**config.mk**
```make
export PLATFORM = sky130hd
export DESIGN_NAME = data_packer_flat
export DESIGN_NICKNAME = d
export VERILOG_FILES = /design/src/rtl/data_packer_pkg.sv /design/src/rtl/data_packer_if.sv /design/src/rtl/data_packer_out_reg.sv /design/src/rtl/data_packer.sv /design/src/flat_wrapper.sv
export SDC_FILE = /design/constraint.sdc
export NUM_CORES = 1
export LEC_CHECK = 0
export BUFFER_PORTS_ARGS = -buffer_cell sky130_fd_sc_hd__clkbuf_2
export CORE_ASPECT_RATIO = 0.5
export CORE_MARGIN = 1
export CORE_UTILIZATION = 40
export DETAILED_ROUTE_END_ITERATION = 8
export PLACE_DENSITY_LB_ADDON = 0.05
export SYNTH_ARGS = -nofsm -noshare
export SYNTH_HDL_FRONTEND = slang
export SYNTH_SLANG_ARGS = --single-unit
```
**constraint.sdc**
```tcl
create_clock -name clk -period 4.95 [get_ports clk]
set_clock_uncertainty 0.15 [all_clocks]
set_input_delay 0.495 -clock clk [delete_from_list [all_inputs] [get_ports clk]]
set_output_delay 0.495 -clock clk [all_outputs]
set_load 0.1 [all_outputs]
```
**src/rtl/data_packer_pkg.sv**
```systemverilog
// Shared constants, sizing helpers and the assembly-state type for the narrow-to-wide packer.
package data_packer_pkg;

  localparam int DEF_IN_WIDTH  = 64;
  localparam int DEF_OUT_WIDTH = 128;

  // Smallest bit count able to index 'value' distinct codes (minimum 1 bit).
  function automatic int C_LOG_2(input int value);
    int bits;
    bits = 1;
    while ((1 << bits) < value) bits = bits + 1;
    return bits;
  endfunction

  function automatic int ceil_a_by_b(input int a, input int b);
    return (a + b - 1) / b;
  endfunction

  localparam int NUM_WORDS = ceil_a_by_b(DEF_OUT_WIDTH, DEF_IN_WIDTH);
  localparam int CNT_W     = C_LOG_2(NUM_WORDS + 1);

  // FILL: accepting narrow words. HOLD: a finished word is waiting for the output slot.
  typedef enum logic {
    ASM_FILL = 1'b0,
    ASM_HOLD = 1'b1
  } asm_state_e;

endpackage

```
**src/rtl/data_packer_if.sv**
```systemverilog
// Narrow-input / wide-output bus of data_packer; Flush and Packed_Cnt exist only with PACKER_FLUSH_EN.
interface data_packer_if
  import data_packer_pkg::*;
#(
  parameter int IN_WIDTH  = DEF_IN_WIDTH,
  parameter int OUT_WIDTH = DEF_OUT_WIDTH
) ();

  localparam int CW = C_LOG_2(ceil_a_by_b(OUT_WIDTH, IN_WIDTH) + 1);

  // Both sides are valid/ready: a transfer happens on a rising clk edge where the
  // strobe and the ready are both 1; a strobe seen while ready is 0 is ignored and
  // not remembered. Packed_Dat holds steady while Packed_Val=1 and Packed_Rdy=0.
  logic                 Unpacked_EnWr;
  logic [IN_WIDTH-1:0]  Unpacked_DatWr;
  logic                 Unpacked_RdyWr;
  logic                 Packed_Val;
  logic [OUT_WIDTH-1:0] Packed_Dat;
  logic                 Packed_Rdy;
`ifdef PACKER_FLUSH_EN
  logic                 Flush;
  logic [CW-1:0]        Packed_Cnt;
`endif
  asm_state_e           dbg_state;
  logic [CW-1:0]        dbg_cnt;

  modport master (
    output Unpacked_EnWr, Unpacked_DatWr, Packed_Rdy,
`ifdef PACKER_FLUSH_EN
    output Flush,
    input  Packed_Cnt,
`endif
    input  Unpacked_RdyWr, Packed_Val, Packed_Dat, dbg_state, dbg_cnt
  );

  modport slave (
    input  Unpacked_EnWr, Unpacked_DatWr, Packed_Rdy,
`ifdef PACKER_FLUSH_EN
    input  Flush,
    output Packed_Cnt,
`endif
    output Unpacked_RdyWr, Packed_Val, Packed_Dat, dbg_state, dbg_cnt
  );

endinterface

```
**src/rtl/data_packer_out_reg.sv**
```systemverilog
// One-entry valid/ready output register of the packer (packer_out_reg); clr drops only the valid bit.
module data_packer_out_reg #(
  parameter int W = 128
`ifdef PACKER_FLUSH_EN
  , parameter int CW = 2
`endif
) (
  input  logic          clk,
  input  logic          rst_n,
  input  logic          clr,
  input  logic          load,
  input  logic [W-1:0]  load_dat,
`ifdef PACKER_FLUSH_EN
  input  logic [CW-1:0] load_cnt,
  output logic [CW-1:0] out_cnt,
`endif
  input  logic          out_rdy,
  output logic          out_val,
  output logic [W-1:0]  out_dat,
  output logic          slot_free
);

  // The slot can take a new word if it is empty or is being drained this cycle.
  assign slot_free = !out_val || out_rdy;

  always_ff @(posedge clk or negedge rst_n) begin
    if (!rst_n) begin
      out_val <= 1'b0;
      out_dat <= '0;
    end else if (clr) begin
      out_val <= 1'b0;
    end else if (load) begin
      out_val <= 1'b1;
      out_dat <= load_dat;
    end else if (out_rdy) begin
      out_val <= 1'b0;
    end
  end

`ifdef PACKER_FLUSH_EN
  always_ff @(posedge clk or negedge rst_n) begin
    if (!rst_n) begin
      out_cnt <= '0;
    end else if (!clr && load) begin
      out_cnt <= load_cnt;
    end
  end
`endif

endmodule

```
**src/rtl/data_packer.sv**
```systemverilog
// Narrow-to-wide packer: NUM_WORDS input words LSB-first into one registered wide word.
// Optional partial-word flush with a valid-word count is enabled by defining PACKER_FLUSH_EN.
module data_packer
  import data_packer_pkg::*;
#(
  parameter int IN_WIDTH  = DEF_IN_WIDTH,
  parameter int OUT_WIDTH = DEF_OUT_WIDTH
) (
  input logic          clk,
  input logic          rst_n,
  input logic          Reset,
  data_packer_if.slave bus
);

  localparam int N_WORDS = ceil_a_by_b(OUT_WIDTH, IN_WIDTH);
  localparam int CW      = C_LOG_2(N_WORDS + 1);
  localparam logic [CW-1:0] CNT_FULL = CW'(N_WORDS);

  if (((OUT_WIDTH % IN_WIDTH) != 0) || (OUT_WIDTH < IN_WIDTH)) begin : g_width_check
    $error("data_packer: OUT_WIDTH must be an integer multiple (>=1) of IN_WIDTH");
  end

  logic [CW-1:0]        asm_cnt, asm_cnt_nxt, cnt_wr;
  logic [OUT_WIDTH-1:0] asm_dat, asm_dat_nxt, shift_dat, cmp_dat, load_dat;
  logic                 rdy_wr, wr_acc, complete, load, slot_free;
  logic                 out_val;
  logic [OUT_WIDTH-1:0] out_dat;
`ifdef PACKER_FLUSH_EN
  logic [CW-1:0]        pend_cnt, pend_cnt_nxt, load_cnt, out_cnt;
`endif

  // New words enter at the top and walk down, so word 0 ends in the LSBs.
  if (N_WORDS == 1) begin : g_single
    assign shift_dat = bus.Unpacked_DatWr;
  end else begin : g_multi
    assign shift_dat = {bus.Unpacked_DatWr, asm_dat[OUT_WIDTH-1:IN_WIDTH]};
  end

  // asm_cnt == N_WORDS means a finished word is parked in asm_dat waiting for the slot.
  assign rdy_wr = (asm_cnt != CNT_FULL);
  assign wr_acc = bus.Unpacked_EnWr && rdy_wr;
  assign cnt_wr = asm_cnt + CW'(wr_acc);

  always_comb begin
    asm_cnt_nxt  = asm_cnt;
    asm_dat_nxt  = asm_dat;
    cmp_dat      = wr_acc ? shift_dat : asm_dat;
    complete     = 1'b0;
    load         = 1'b0;
    load_dat     = cmp_dat;
`ifdef PACKER_FLUSH_EN
    pend_cnt_nxt = pend_cnt;
    load_cnt     = cnt_wr;
`endif
    if (Reset) begin
      asm_cnt_nxt = '0;
    end else if (!rdy_wr) begin
      if (slot_free) begin
        load        = 1'b1;
        load_dat    = asm_dat;
        asm_cnt_nxt = '0;
`ifdef PACKER_FLUSH_EN
        load_cnt    = pend_cnt;
`endif
      end
    end else begin
      complete = (cnt_wr == CNT_FULL);
`ifdef PACKER_FLUSH_EN
      // A partial word is right-aligned so its valid words sit in the LSBs, zero above.
      if (bus.Flush && (cnt_wr != '0) && !complete) begin
        complete = 1'b1;
        cmp_dat  = cmp_dat >> ((N_WORDS - int'(cnt_wr)) * IN_WIDTH);
      end
`endif
      asm_dat_nxt = cmp_dat;
      load_dat    = cmp_dat;
      if (complete) begin
        if (slot_free) begin
          load        = 1'b1;
          asm_cnt_nxt = '0;
        end else begin
          asm_cnt_nxt  = CNT_FULL;
`ifdef PACKER_FLUSH_EN
          pend_cnt_nxt = cnt_wr;
`endif
        end
      end else begin
        asm_cnt_nxt = cnt_wr;
      end
    end
  end

  always_ff @(posedge clk or negedge rst_n) begin
    if (!rst_n) begin
      asm_cnt <= '0;
      asm_dat <= '0;
    end else begin
      asm_cnt <= asm_cnt_nxt;
      asm_dat <= asm_dat_nxt;
    end
  end

`ifdef PACKER_FLUSH_EN
  always_ff @(posedge clk or negedge rst_n) begin
    if (!rst_n) begin
      pend_cnt <= '0;
    end else begin
      pend_cnt <= pend_cnt_nxt;
    end
  end
`endif

  data_packer_out_reg #(
    .W  (OUT_WIDTH)
`ifdef PACKER_FLUSH_EN
    , .CW (CW)
`endif
  ) u_out_reg (
    .clk       (clk),
    .rst_n     (rst_n),
    .clr       (Reset),
    .load      (load),
    .load_dat  (load_dat),
`ifdef PACKER_FLUSH_EN
    .load_cnt  (load_cnt),
    .out_cnt   (out_cnt),
`endif
    .out_rdy   (bus.Packed_Rdy),
    .out_val   (out_val),
    .out_dat   (out_dat),
    .slot_free (slot_free)
  );

  assign bus.Unpacked_RdyWr = rdy_wr;
  assign bus.Packed_Val     = out_val;
  assign bus.Packed_Dat     = out_dat;
`ifdef PACKER_FLUSH_EN
  assign bus.Packed_Cnt     = out_cnt;
`endif
  assign bus.dbg_state      = rdy_wr ? ASM_FILL : ASM_HOLD;
  assign bus.dbg_cnt        = asm_cnt;

endmodule

```
**src/flat_wrapper.sv**
```systemverilog
// flat-port wrapper written by rule: the top's interface ports become plain ports
module data_packer_flat import data_packer_pkg::*;
#(
  parameter int IN_WIDTH  = DEF_IN_WIDTH,
  parameter int OUT_WIDTH = DEF_OUT_WIDTH
)
  (clk, rst_n, Reset, bus_Unpacked_EnWr, bus_Unpacked_DatWr, bus_Packed_Rdy, bus_Unpacked_RdyWr, bus_Packed_Val, bus_Packed_Dat, bus_dbg_state, bus_dbg_cnt);
  data_packer_if #(.IN_WIDTH(IN_WIDTH), .OUT_WIDTH(OUT_WIDTH)) bus_i ();
  input logic clk;
  input logic rst_n;
  input logic Reset;
  input wire logic [$bits(bus_i.Unpacked_EnWr)-1:0] bus_Unpacked_EnWr;
  input wire logic [$bits(bus_i.Unpacked_DatWr)-1:0] bus_Unpacked_DatWr;
  input wire logic [$bits(bus_i.Packed_Rdy)-1:0] bus_Packed_Rdy;
  output wire logic [$bits(bus_i.Unpacked_RdyWr)-1:0] bus_Unpacked_RdyWr;
  output wire logic [$bits(bus_i.Packed_Val)-1:0] bus_Packed_Val;
  output wire logic [$bits(bus_i.Packed_Dat)-1:0] bus_Packed_Dat;
  output wire logic [$bits(bus_i.dbg_state)-1:0] bus_dbg_state;
  output wire logic [$bits(bus_i.dbg_cnt)-1:0] bus_dbg_cnt;
  assign bus_i.Unpacked_EnWr = bus_Unpacked_EnWr;
  assign bus_i.Unpacked_DatWr = bus_Unpacked_DatWr;
  assign bus_i.Packed_Rdy = bus_Packed_Rdy;
  assign bus_Unpacked_RdyWr = bus_i.Unpacked_RdyWr;
  assign bus_Packed_Val = bus_i.Packed_Val;
  assign bus_Packed_Dat = bus_i.Packed_Dat;
  assign bus_dbg_state = bus_i.dbg_state;
  assign bus_dbg_cnt = bus_i.dbg_cnt;
  data_packer #(.IN_WIDTH(IN_WIDTH), .OUT_WIDTH(OUT_WIDTH)) u_core (.clk(clk), .rst_n(rst_n), .Reset(Reset), .bus(bus_i));
endmodule
```
==> flow_summary.ini, run 1 <==
[timing]
fin_crit_sh_pct = 61.8
finalSetupTns_ps = 0
rsz0062_at_grt = no
worst_pin_slew_ps = 940
setup_violations = 0
fmax_mhz = 327
final_hold_viol_count = 0
slew_violations = 0
period_needed_ps = 3060
maxSlewHeadroom_pct = 37.3
setup_slack_ps = 1890

[worst_setup_path]
cp_data_required_time_ps = 5200
critPathKind = reg -> reg
critPathArrivalTime_ps = 3310
timing.rr.end = u_core.asm_dat[0]
reg2reg_depth = 5
r2r-start = u_core.bus.dbg_cnt[0]
cp_max_fo = 47
end_kind = flip-flop
rrSetupSlack_ps = 1890
critical_path.startpoint_type = flip-flop

[grt]
grt_pass1_wl_mm = 37.8
grt_max_degree = 165
grt_overflow = 0
track_usage_pct = 16.5
antenna_found_initial = 0
grt_pass1_vias = 6914

[floorplan]
coreArea_um2 = 26900
rows = 42
die_area_um2 = 28600
top_level_ports = 202
initial_utilization_pct = 41.5
die_w_um = 238
die_h_um = 120

[cells_and_area]
fin_area_um2 = 13300
post-route-util_pct = 49.3
n_antenna_cell = 0
nNetsFinal = 1093
syn_to_final_growth_pct = 18.9
fillers = 2475
drive_gt1_share_pct = 36.4

[clock_tree]
cts_tree = done
numCtsBuffers = 25
post_cts_resized = 0
path_clk_slew_ps = 70
cts_root_buf = clkbuf_16
h-tree-depth = 1
cts_sinks = 259
clockBufferDepth = 3
clkLatencyLatePin_ps = 520

[synth]
synthTopCellsByCount = dfrtp_1 (259), nor2_1 (131), a21oi_1 (129)
synth_fp_nets = 911
synth_top_family_by_area = multiplexers
yosys.area_share.simple_pct = 4.83
synth_area_per_cell_um2 = 13.3
synth_most_common_cell = dfrtp_1
synth_compound_area_share_pct = 6.05
netlist_area_um2 = 11200
synthArstFlopShare_pct = 100
ys_warn_count = 0
postSynthCellCount = 842
synth_area_leaders = dfrtp_1 (58%), mux2_4 (13%), mux2i_1 (11%), a21oi_1 (5.8%), nor2_1 (4.4%)
synth-edff-count = 0
synth_area_leader_cell = dfrtp_1
synth_mux_area_share_pct = 27.7
synthXorXnorAreaFrac_pct = 0
seq_area_frac_synth_pct = 58.0
synth-seq-cells = 259
netlist.area_leader.share_pct = 58.0
synthAdderAreaFrac_pct = 0
synth.distinct_cells = 20
ys.flop_type = dfrtp_1

[route]
vias = 6837
initialDrtViolationCount = 274
drcViolationCount = 0
dr.pass1.iters = 6
routed_via_density = 4.84
wl_mm = 23.5
antenna_left = 0
wire_per_inst_um = 16.6

[status]
run_status = finished, final reports clean

[hold_path]
hold_start = bus_Unpacked_DatWr[48]
min_to = u_core.asm_dat[112]
hold_class = in -> reg
worstHoldPathCells = 2

[job]
drv_cap = 0

[placed_design]
dp_slack_ps = 1840
dpl.hpwl_mm = 14.6
gp_congestion = 0.746
io_buffer_count = 201
dpl_cell_area_um2 = 12400

[pwr]
p_per_area_nw_per_um2 = 652
total_power_w = 0.00866
vdd_drop_max_uv = 436
power_leakage_nw = 6.52
-- cell type report --
type	count	area [um^2]	share of cell area (%)
Timing Repair Buffer	211	1130	8.52
Clock buffer	39	768	5.79
Sequential cell	259	6480	48.8
Tap cell	374	468	3.52
Clock inverter	4	95.1	0.716
Multi-Input combinational cell	526	4330	32.6
Inverter	1	3.75	0.0283
-- through the flow --
step	hold WS, ps	cells
global placement	339	1370
floorplan	49.4	842
finish	56.2	1414
detailed placement	344	1370
global route	39.3	1414
CTS	28.7	1414
-- sequential cells by signal, summed over array words and instances (netlist names) --
register / cells
u_core.asm_dat: 128
u_core.u_out_reg.out_dat: 128
u_core.bus.dbg_cnt: 2
u_core.u_out_reg.out_val: 1
-- cells in the final DEF, fill, tap and decap left out, types with 2 or more instances in the layout --
cell type,n
dfrtp_1,259
clkbuf_2,200
nor2_1,131
a21oi_1,129
mux2i_1,128
mux2_4,100
mux2_2,26
clkbuf_16,25
clkbuf_8,9
buf_4,6
clkbuf_1,5
bufinv_16,3
buf_12,3
nor2b_1,2
mux2_1,2
-- metal layers --
metal	part of all wire [%]	GRT usage (%)	vias to the layer above
li1	-	-	3289
met1	47	22.6	3424
met2	48	26.9	101
met3	4.0	3.98	23
met4	1.6	3.04	0
met5	0	0	-
-- how the worst max path moves through the flow --
| stage | slack (ps) | start | cells past startpoint | to |
|---|---|---|---|---|
| floorplan | 2210 | u_core.bus.dbg_cnt[1] | 2 | bus_dbg_state |
| global placement | 1880 | bus_Unpacked_EnWr | 5 | u_core.asm_dat[115] |
| detailed placement | 1840 | bus_Unpacked_EnWr | 5 | u_core.asm_dat[113] |
| CTS | 1840 | u_core.bus.dbg_cnt[0] | 5 | u_core.asm_dat[0] |
| global route | 1730 | u_core.bus.dbg_cnt[0] | 5 | u_core.asm_dat[117] |
| finish | 1890 | u_core.bus.dbg_cnt[0] | 5 | u_core.asm_dat[0] |
-- kinds of logic (layout without fill, tap and decap cells) --
family,Yosys count,after routing
AO/OA/AOI/OAI,132,132
buffers and inverters,57,255
flip-flops,259,259
multiplexers,256,256
AND/OR/NAND/NOR,138,138
-- power breakdown --
group          total (W)  internal (W)  switching [W]
sequential       0.00299       0.00264       0.000344
clock            0.00202       0.00121       0.000803
combinational    0.00366      0.000728        0.00293
-- worst max-delay path, stage by stage (launching register included) --
cell and delay, ps:
dfrtp_1 420, nand2b_4 200, nand2_4 630, or2_4 600, buf_4 510, mux2_2 390
-- repair_timing --
action,in CTS,in global routing
endpoints found under the hold margin,109,0
buffers inserted,0,0
hold buffers,1,0
No activity file was read; power rests on OpenSTA's default activity.
==> inputs of run 2 (changes only) <==
==> constraint.sdc (replaced) <==
create_clock -name clk -period 3.1 [get_ports clk]
set_clock_uncertainty 0.15 [all_clocks]
set_input_delay 0.31 -clock clk [delete_from_list [all_inputs] [get_ports clk]]
set_output_delay 0.31 -clock clk [all_outputs]
set_load 0.1 [all_outputs]
==> run 2 against run 1 <==
Final area grew 5.2%. Worst setup slack got worse by 960 ps. Via count up 5.3%. Die area did not move. Final cell count rose by 4.8%. Total power grew 59%. Maximum frequency grew 41%. Routed wire length increased by 2.2%. Sequential share of layout area decreased by 2.4 points. First-iteration DRC count rose by 3.6%. Global-route usage up 0.53 points. Clock power rose by 51%. Largest power group unchanged. Highest routed layer unchanged.
==> flow_summary.ini, run 2 (synthesis results as in run 1) <==
[status]
run_status = finished, final reports clean

[grt]
grtUsageMet3_pct = 4.03
grt_overflow = 0
track_usage_pct = 17.0
top_usage_layer = met2
grt_pass1_wl_mm = 39.1
use_met1_pct = 22.8
grt_pass1_vias = 7370
grt_use_met2_pct = 28.3
antenna_found_initial = 0
grt_max_degree = 151

[floorplan]
rows = 42
top_level_ports = 202
die_area_um2 = 28600
initial_utilization_pct = 41.5
die_h_um = 120
coreArea_um2 = 26900
die_w_um = 238

[worst_setup_path]
crit_buf_inv = 1
r2r-start = u_core.bus.dbg_cnt[0]
timing.rr.end = u_core.u_out_reg.out_dat[59]
slowest_stage = buf_12
critical_path.startpoint_type = flip-flop
end_kind = flip-flop
path_cells = nand2b_4 > nand2_4 > buf_12 > mux2i_1 > a21oi_1
reg2reg_depth = 5
rrSetupSlack_ps = 930
critPathArrivalTime_ps = 2390
cp_max_fo = 128
cp_data_required_time_ps = 3320
cpLargestDelayFamily = buffers and inverters
critPathKind = reg -> reg
cp_slowest_stage_delay_ps = 690

[clock_tree]
clkLatencyLatePin_ps = 520
clockBufferDepth = 3
cts_sinks = 259
cts_tree = done
post_cts_buffers = 0
cts_root_buf = clkbuf_16
numCtsBuffers = 24
path_clk_slew_ps = 70
h-tree-depth = 1

[pwr]
power_leakage_nw = 6.80
p_per_area_nw_per_um2 = 985
vdd_drop_max_uv = 492

[placed_design]
dpl.hpwl_mm = 14.4
io_buffer_count = 201
gp_congestion = 0.746

[hold_path]
hold_start = bus_Packed_Rdy
min_to = u_core.u_out_reg.out_val
hold_class = in -> reg
worstHoldPathCells = 3

[timing]
final_hold_viol_count = 0
whs_ps = 39.4
setup_violations = 0
fmax_mhz = 460
slew_violations = 0
period_needed_ps = 2170
finalSetupTns_ps = 0
rsz0062_at_grt = no
maxSlewHeadroom_pct = 34.8
worst_pin_slew_ps = 978
fin_crit_sh_pct = 70.1

[cells_and_area]
final_cell_mix = dfrtp_1 (259), clkbuf_2 (200), nor2_1 (131), a21oi_1 (129), mux2i_1 (128)
final_common_cell = dfrtp_1
post-route-util_pct = 51.9
final-seq-area_um2 = 6480
drive_gt1_share_pct = 34.1
syn_to_final_growth_pct = 25.0
fillers = 2407
n_antenna_cell = 0
nNetsFinal = 1161
multi_input_area_um2 = 4330

[route]
routed_via_density = 4.86
dr.pass1.iters = 4
antenna_left = 0
drcViolationCount = 0
initialDrtViolationCount = 284
wire_per_inst_um = 16.2
wl_mm = 24.0
vias = 7201

[job]
drv_cap = 0
-- run 2: final cells by class --
type | count | share of cell area, %
Timing Repair Buffer | 280 | 13.4
Inverter | 1 | 0.0269
Clock buffer | 36 | 4.99
Clock inverter | 6 | 0.753
Sequential cell | 259 | 46.4
Multi-Input combinational cell | 526 | 31.0
Tap cell | 374 | 3.35
-- run 2: worst reg2reg max path, delay by kind of cell, from the launching register on --
family / cells / cell delay, ps
AOI/OAI and AO/OA: 1 / 90
DFF: 1 / 410
and+or+nand+nor: 2 / 280
muxes: 1 / 390
buffers and inverters: 1 / 690
-- run 2: power by group --
part	total (W)	switching (W)	internal, W
logic	0.00592	0.00470	0.00123
clock network	0.00306	0.00126	0.00180
registers	0.00477	0.000550	0.00422
total	0.0138	0.00651	0.00725
-- run 2: routing by layer --
metal | wire length (um) | share of wire, %
met5 | 0 | 0
met4 | 446 | 1.9
met3 | 965 | 4.0
met2 | 11500 | 48
met1 | 11100 | 46
-- run 2: timing repair --
action | in CTS | in global routing
resized for setup | 0 | 0
hold buffers | 67 | 0
endpoints found under the hold margin | 197 | 0
-- run 2: worst max path at each step --
stage	start	end	slack [ps]	cells past startpoint
floorplan	u_core.bus.dbg_cnt[0]	u_core.asm_dat[100]	410	6
global placement	u_core.bus.dbg_cnt[0]	u_core.u_out_reg.out_dat[2]	970	5
detailed placement	u_core.bus.dbg_cnt[0]	u_core.u_out_reg.out_dat[119]	950	5
CTS	u_core.bus.dbg_cnt[0]	u_core.u_out_reg.out_dat[119]	940	5
global route	u_core.bus.dbg_cnt[1]	u_core.u_out_reg.out_dat[117]	780	5
finish	u_core.bus.dbg_cnt[0]	u_core.u_out_reg.out_dat[59]	930	5
-- run 2: stage by stage --
stage,instances,setup slack [ps],area (um^2),total power (W)
after floorplan,842,413,11200,0.00967
after global placement,1373,973,12500,0.0107
after detailed placement,1373,952,12500,0.0107
after CTS,1482,944,14000,0.0139
after global routing,1482,778,14000,0.0144
final,1482,928,14000,0.0138
==> inputs of run 3 (changes only) <==
==> constraint.sdc (replaced) <==
create_clock -name clk -period 2.25 [get_ports clk]
set_clock_uncertainty 0.15 [all_clocks]
set_input_delay 0.225 -clock clk [delete_from_list [all_inputs] [get_ports clk]]
set_output_delay 0.225 -clock clk [all_outputs]
set_load 0.1 [all_outputs]
==> run 3 against run 2 <==
Routed wire length grew 0.45%. Total power grew 37%. Critical path depth shrank 2. Flip-flop and latch count is the same.
==> flow_summary.ini, run 3 (synthesis results as in run 1) <==
[status]
run_status = finished, final reports clean

[clock_tree]
path_clk_slew_ps = 70
cts_root_buf = clkbuf_16
cts_sinks = 259
numCtsBuffers = 24
h-tree-depth = 1
clockBufferDepth = 3
cts_tree = done
clkLatencyLatePin_ps = 520

[timing]
rsz0062_at_grt = no
final_hold_viol_count = 0
fmax_mhz = 472
setup_violations = 0
fin_crit_sh_pct = 94.1
worst_pin_slew_ps = 644
maxSlewHeadroom_pct = 57.1
slew_violations = 0
finalSetupTns_ps = 0
period_needed_ps = 2120

[hold_path]
hold_start = bus_Unpacked_EnWr
worstHoldPathCells = 4
min_to = u_core.bus.dbg_cnt[1]
hold_class = in -> reg

[worst_setup_path]
reg2reg_depth = 6
end_kind = output port
critical_path.startpoint_type = flip-flop
crit_start = u_core.bus.dbg_cnt[0]
cpLargestDelayFamily = buffers and inverters
slowest_stage = dfrtp_4
path_cells = nand2b_4 > inv_1 > clkbuf_2
critPathKind = reg -> out
cp_data_required_time_ps = 1880
cp_slowest_stage_delay_ps = 490
crit_buf_inv = 2
rrSetupSlack_ps = 230
critPathArrivalTime_ps = 1740
timing.rr.end = u_core.u_out_reg.out_dat[125]
r2r-start = u_core.bus.dbg_cnt[1]
cp_max_fo = 5

[cells_and_area]
post-route-util_pct = 52.5
n_antenna_cell = 0
multi_input_area_um2 = 4340
drive_gt1_share_pct = 35.1
syn_to_final_growth_pct = 26.5
final_common_cell = dfrtp_1
nNetsFinal = 1172
fillers = 2408
final_cell_mix = dfrtp_1 (257), clkbuf_2 (200), nor2_1 (131), a21oi_1 (129), mux2i_1 (128)
fin_area_um2 = 14100
final_cells = 1494
final-seq-area_um2 = 6490

[grt]
grt_pass1_vias = 7324
grt_max_degree = 109
track_usage_pct = 17.0
antenna_found_initial = 0
grt_overflow = 0
grt_pass1_wl_mm = 39.1

[route]
drcViolationCount = 0
dr.pass1.iters = 6
wl_mm = 24.1
vias = 7101
wire_per_inst_um = 16.2
initialDrtViolationCount = 279
antenna_left = 0
routed_via_density = 4.75

[floorplan]
die_h_um = 120
initial_utilization_pct = 41.5
die_w_um = 238
die_area_um2 = 28600
rows = 42
top_level_ports = 202
coreArea_um2 = 26900

[placed_design]
io_buffer_count = 201
post-place-cells = 1383
gp_congestion = 0.749
dpl_cell_area_um2 = 12700
dpl.hpwl_mm = 15.1

[job]
drv_cap = 0

[pwr]
p_per_area_nw_per_um2 = 1330
power_leakage_nw = 6.88
vdd_drop_max_uv = 710
[run 3: changes by cell type in the layout (fill, tap and decap cells not counted), sizes merged]
cell	before	now
buf	13	23
clkbuf	236	240
bufinv	3	0
clkinv	3	2
clkinvlp	0	1
dlygate4sd3	67	68
[run 3: per-layer routing]
layer | GRT usage [%] | share of wire [%] | vias up | wire length, um
li1 | - | - | 3450 | -
met4 | 3.53 | 1.7 | 0 | 414
met2 | 27.4 | 47 | 91 | 11300
met1 | 23.5 | 47 | 3524 | 11400
met5 | 0 | 0 | - | 0
met3 | 4.05 | 4.1 | 36 | 978
[run 3: how the worst max path moves through the flow]
stage                                   end  slack [ps]  cells past startpoint
5_1_grt                       bus_dbg_state          70                      3
4_1_cts                       bus_dbg_state          90                      3
3_3_place_gp   u_core.u_out_reg.out_dat[73]         280                      5
6_report                      bus_dbg_state         130                      3
2_1_floorplan           u_core.asm_dat[100]          20                      6
3_5_place_dp   u_core.u_out_reg.out_dat[32]         240                      6
[run 3: per-stage QoR]
stage / hold slack [ps] / power [W] / setup WS [ps]
finish: 44.0 / 0.0188 / 133
global route: 65.4 / 0.0197 / 72.5
floorplan: -221 / 0.0133 / 21.3
global placement: 103 / 0.0147 / 279
detailed placement: 101 / 0.0148 / 244
CTS: 28.0 / 0.0191 / 91.1
[run 3: what timing repair did]
action,CTS,global route
endpoints found under the hold margin,255,0
hold buffers,68,0
setup buffers,0,0
resized for setup,0,0
endpoints found under the setup margin,0,0
[run 3: area by class of cell]
class	count	area share (%)
sequential	259	45.9
multi-input combinational	526	30.7
timing repair buffer	291	14.4
clock buffer	40	5.47
tap	374	3.31
clock inverter	3	0.124
inverter	1	0.0266
[run 3: report_power, final]
group / internal (W) / switching (W) / leakage (nW)
registers: 0.00581 / 0.000754 / 2.97
clock network: 0.00233 / 0.00176 / 0.388
logic: 0.00171 / 0.00647 / 3.52
[run 3: worst min-delay path, cell delays in order]
cell and delay, ps:
clkbuf_2 170, nor2b_1 80, a22oi_1 140, nor2_1 60
